`config.mk`:
```
export PLATFORM = sky130hd
export DESIGN_NAME = shift_reg_sequencer
export DESIGN_NICKNAME = d
export VERILOG_FILES = /design/src/rtl/shift_reg_sequencer.sv
export SDC_FILE = /design/constraint.sdc
export NUM_CORES = 1
export LEC_CHECK = 0
export CAP_MARGIN = 10
export CORE_MARGIN = 8
export CORE_UTILIZATION = 35
export DETAILED_ROUTE_END_ITERATION = 10
export PLACE_DENSITY = 0.74
export SYNTH_ARGS = -nofsm -noshare
export SYNTH_HDL_FRONTEND = slang
export SYNTH_SLANG_ARGS = --single-unit
```
`constraint.sdc`:
```
create_clock -name clk_2 -period 1.55 [get_ports clk_2]
set_input_delay 0.155 -clock clk_2 [delete_from_list [all_inputs] [get_ports clk_2]]
set_output_delay 0.155 -clock clk_2 [all_outputs]
set_load 0.1 [all_outputs]
```
`src/rtl/shift_reg_sequencer.sv`:
```
// Command sequencer for a 4-bit serial/parallel shift register: CLEAR, LOAD, SHIFT_IN, ROTATE.
// Optional SHIFT_REG_SEQUENCER_STEP_EN adds a step qualifier on shift cycles.
module shift_reg_sequencer #(
   parameter int NBITS = 4,
   parameter int LEN_W = 4
) (
   input  logic             clk_2,
   input  logic             reset,
`ifdef SHIFT_REG_SEQUENCER_STEP_EN
   input  logic             step,
`endif
   input  logic             cmd_valid,
   output logic             cmd_ready,
   input  logic [1:0]       cmd_op,
   input  logic [LEN_W-1:0] cmd_len,
   input  logic [NBITS-1:0] cmd_data,
   input  logic             ser_in,
   input  logic [NBITS-1:0] sr_q,
   output logic             sr_clr,
   output logic             sr_select,
   output logic [NBITS-1:0] sr_par,
   output logic             sr_serial,
   output logic             busy,
   output logic             done,
   output logic [LEN_W-1:0] remaining
);

   typedef enum logic [1:0] {S_IDLE, S_EXEC, S_DONE} state_t;
   typedef enum logic [1:0] {OP_CLEAR = 2'b00, OP_LOAD = 2'b01,
                             OP_SHIFT_IN = 2'b10, OP_ROTATE = 2'b11} op_t;

   state_t             state, state_nxt;
   op_t                op_q;
   logic [NBITS-1:0]   data_q;
   logic [LEN_W-1:0]   rem_q, rem_nxt;
   logic               accept;
   logic               shift_en;

   assign accept = cmd_valid && (state == S_IDLE);

`ifdef SHIFT_REG_SEQUENCER_STEP_EN
   assign shift_en = step;
`else
   assign shift_en = 1'b1;
`endif

   // NOTE: sequential state uses non-blocking assignments so every flop samples pre-edge values.
   always_ff @(posedge clk_2 or posedge reset) begin
      if (reset) begin
         state  <= S_IDLE;
         rem_q  <= '0;
         op_q   <= OP_CLEAR;
         data_q <= '0;
      end else begin
         state <= state_nxt;
         rem_q <= rem_nxt;
         if (accept) begin
            op_q   <= op_t'(cmd_op);
            data_q <= cmd_data;
         end
      end
   end

   // NOTE: every output of this block gets a default first, so no path can infer a latch.
   always_comb begin
      state_nxt = state;
      rem_nxt   = rem_q;
      sr_clr    = 1'b0;
      sr_select = 1'b1;
      sr_par    = sr_q;
      sr_serial = 1'b0;
      case (state)
         S_IDLE: begin
            if (accept) begin
               rem_nxt = cmd_len;
               // Zero-length shifts skip EXEC so the register is never touched.
               if (cmd_op[1] && (cmd_len == '0)) state_nxt = S_DONE;
               else                              state_nxt = S_EXEC;
            end
         end
         S_EXEC: begin
            case (op_q)
               OP_CLEAR: begin
                  sr_clr    = 1'b1;
                  state_nxt = S_DONE;
               end
               OP_LOAD: begin
                  sr_par    = data_q;
                  state_nxt = S_DONE;
               end
               OP_SHIFT_IN, OP_ROTATE: begin
                  if (shift_en) begin
                     sr_select = 1'b0;
                     sr_serial = (op_q == OP_ROTATE) ? sr_q[0] : ser_in;
                     rem_nxt   = rem_q - 1'b1;
                     if (rem_q == LEN_W'(1)) state_nxt = S_DONE;
                  end
               end
            endcase
         end
         S_DONE:  state_nxt = S_IDLE;
         default: state_nxt = S_IDLE;
      endcase
   end

   assign cmd_ready = (state == S_IDLE);
   assign busy      = (state != S_IDLE);
   assign done      = (state == S_DONE);
   assign remaining = rem_q;

endmodule
```
==> impl_metrics.tcl <==
set metrics [dict create \
    die_area_um2 3890 \
    cpPeakStageDelay_ns 0.41 \
    outcome "finished, violations left" \
    post-route-util 0.692 \
    critical_path.cell_chain "nor2b_4, and3b_2, mux2_4, buf_12" \
    maxSlewHeadroom 0.690 \
    dp_hpwl_mm 1.75 \
    violations "setup timing" \
    worstSetupStartpointType "flop" \
    multi_input_area_um2 449 \
    fin_cells 134 \
    yosys_warnings 0 \
    die_w_um 62.4 \
    reg2regPathDepth 6 \
    initial_core_util 0.376 \
    fmax_mhz 578 \
    path_depth 4 \
    crit_start "state[1]$_DFFE_PP0P_" \
    finClkSkew_ns 0.00451 \
    seq_area_um2 304 \
    path_class "reg2out" \
    routed_wl_mm 2.20 \
    syn_nets 85 \
    numCtsBuffers 3 \
    drc 0 \
    hp-class "in2async" \
    drtIter0Drc 4 \
    path_buf_inv 1 \
    cp.required_ns 1.39 \
    hold_viol_final 0 \
    grt_pass1_wl_mm 3.72 \
    gp_congestion 0.776 \
    coreArea_um2 2000 \
    cts.path.max_buffers 2 \
    arrival_ns 1.58 \
    ys_seq_area_frac 0.399 \
    synth_edf_count 0 \
    placed_cells 127 \
    ant_nets 0 \
    cp_top_family "flip-flops" \
    synthesis.area_um2 752 \
    r2r-start "state[1]$_DFFE_PP0P_" \
    slew_viol_final 0 \
    vias 665 \
    clk_latency_ns 0.28 \
    overflow 0 \
    grt_pass1_vias 745 \
    end_kind "output pin" \
    syn_area_per_cell_um2 11.6 \
    antenna_found_initial 0 \
    grt_max_degree 13 \
    first_pass_iters 4 \
    cts.clk_slew.worst_paths_ns 0.08 \
    num_io_pins 32 \
    ys_ff_latch 12 \
    period_share 1.12 \
    routedWlPerCell_um 16.4 \
    n_antenna_cell 0 \
    vias_per_cell 4.96 \
    rows 16 \
    cp_max_fo 4 \
    synthFlopType "dfrtp_1" \
    finalNetCount 128 \
    worst_slew_pin_slew_ns 0.465 \
    holdBufCountCts 0 \
    synth_cells 65 \
    r2r_setup_slack_ns 0.06 \
    drive_above_1_share 0.449 \
    rsz0062_at_grt "yes" \
    clockRootBuffer "clkbuf_4" \
    htree_levels 1 \
    grt_use_total 0.117 \
    maxCapViolCount 0 \
    cts_tree "built" \
    setup_viol 6 \
    cts_sinks 12 \
    port_buffers 31 \
    fin_crit_ns 1.73 \
    die_height_um 62.4 \
    post_synth_num_cell_types 27 \
    cp_slowest_cell "dfrtp_1" \
    synthArstFlopShare 1.00 \
    nFillCells 160 \
    areaGrowthSynthToFinish_pct 84.2 \
    reg2reg_to "data_q[3]$_DFFE_PP0P_" \
    layout_setup_ws_ns -0.181 \
]
-- how the worst max path moves through the flow --
stage               slack (ns)                    to
finish                   -0.18             sr_par[2]
global route             -0.22             sr_par[0]
CTS                      -0.19             sr_par[2]
detailed placement        0.07             sr_par[2]
global placement          0.11  state[0]$_DFFE_PP0P_
floorplan                -0.83             sr_serial
-- stage by stage --
stage	instance area (um^2)	setup WS [ns]	hold slack [ns]	TNS (ns)
floorplan	796	-0.831	0.0195	-5.87
CTS	1350	-0.188	0.198	-0.790
global placement	1310	0.109	0.495	0
finish	1390	-0.181	0.186	-0.964
detailed placement	1310	0.0688	0.501	0
global route	1390	-0.218	0.239	-1.29
-- synthesized netlist by cell type (3+ instances only) --
master,number,area (um^2)
a211oi_1,3,22.5
dfrtp_1,12,300
inv_1,5,18.8
mux2_1,4,45.0
mux2_4,6,90.1
mux2i_1,6,60.1
nand3b_1,3,22.5
-- flip-flops by register name (all words and copies together) (netlist names) --
| register | flops |
|---|---|
| data_q | 4 |
| op_q | 2 |
| remaining | 4 |
| state | 2 |
-- per-layer routing --
layer / track usage / routed length, um / vias to the layer above / part of all wire
li1: - / - / 316 / -
met1: 0.133 / 957 / 315 / 0.44
met2: 0.199 / 1050 / 29 / 0.48
met3: 0.0341 / 148 / 5 / 0.067
met4: 0.0513 / 41 / 0 / 0.019
met5: 0 / 0 / - / 0
-- cell usage in the layout (no fill, tap or decap), drive strengths merged, types with 2 or more instances in the layout --
cell type / count
buf: 24
clkdlybuf4s50: 17
dfrtp: 12
mux2: 10
mux2i: 6
inv: 5
clkbuf: 4
nor2: 4
nand3b: 3
a211oi: 3
nor2b: 2
a2bb2oi: 2
a21oi: 2
ha: 2
-- logic make-up (layout without fill, tap and decap cells) --
kind of cell / after synthesis / count (layout) / share of synthesized area
flops: 12 / 12 / 0.399
compound gates: 10 / 10 / 0.0915
mux: 16 / 16 / 0.260
fa+ha+maj: 2 / 2 / 0.0333
buf+inv: 8 / 50 / 0.0649
simple gates: 17 / 17 / 0.151
-- timing repair --
action,CTS,global route
hold endpoints to repair,0,0
pin swaps,2,1
buffers inserted,2,1
resized for setup,0,7
setup endpoints to repair,6,7
-- final cells by class --
class	count	area share
clock buffer	4	0.0190
inverter	5	0.0136
sequential	12	0.220
timing repair buffer	41	0.399
tap	27	0.0244
multi-input combinational	45	0.324
Power is left out: the tool's default activity adds up to more than one toggle a clock period on the data nets, which glitch-free logic cannot reach.
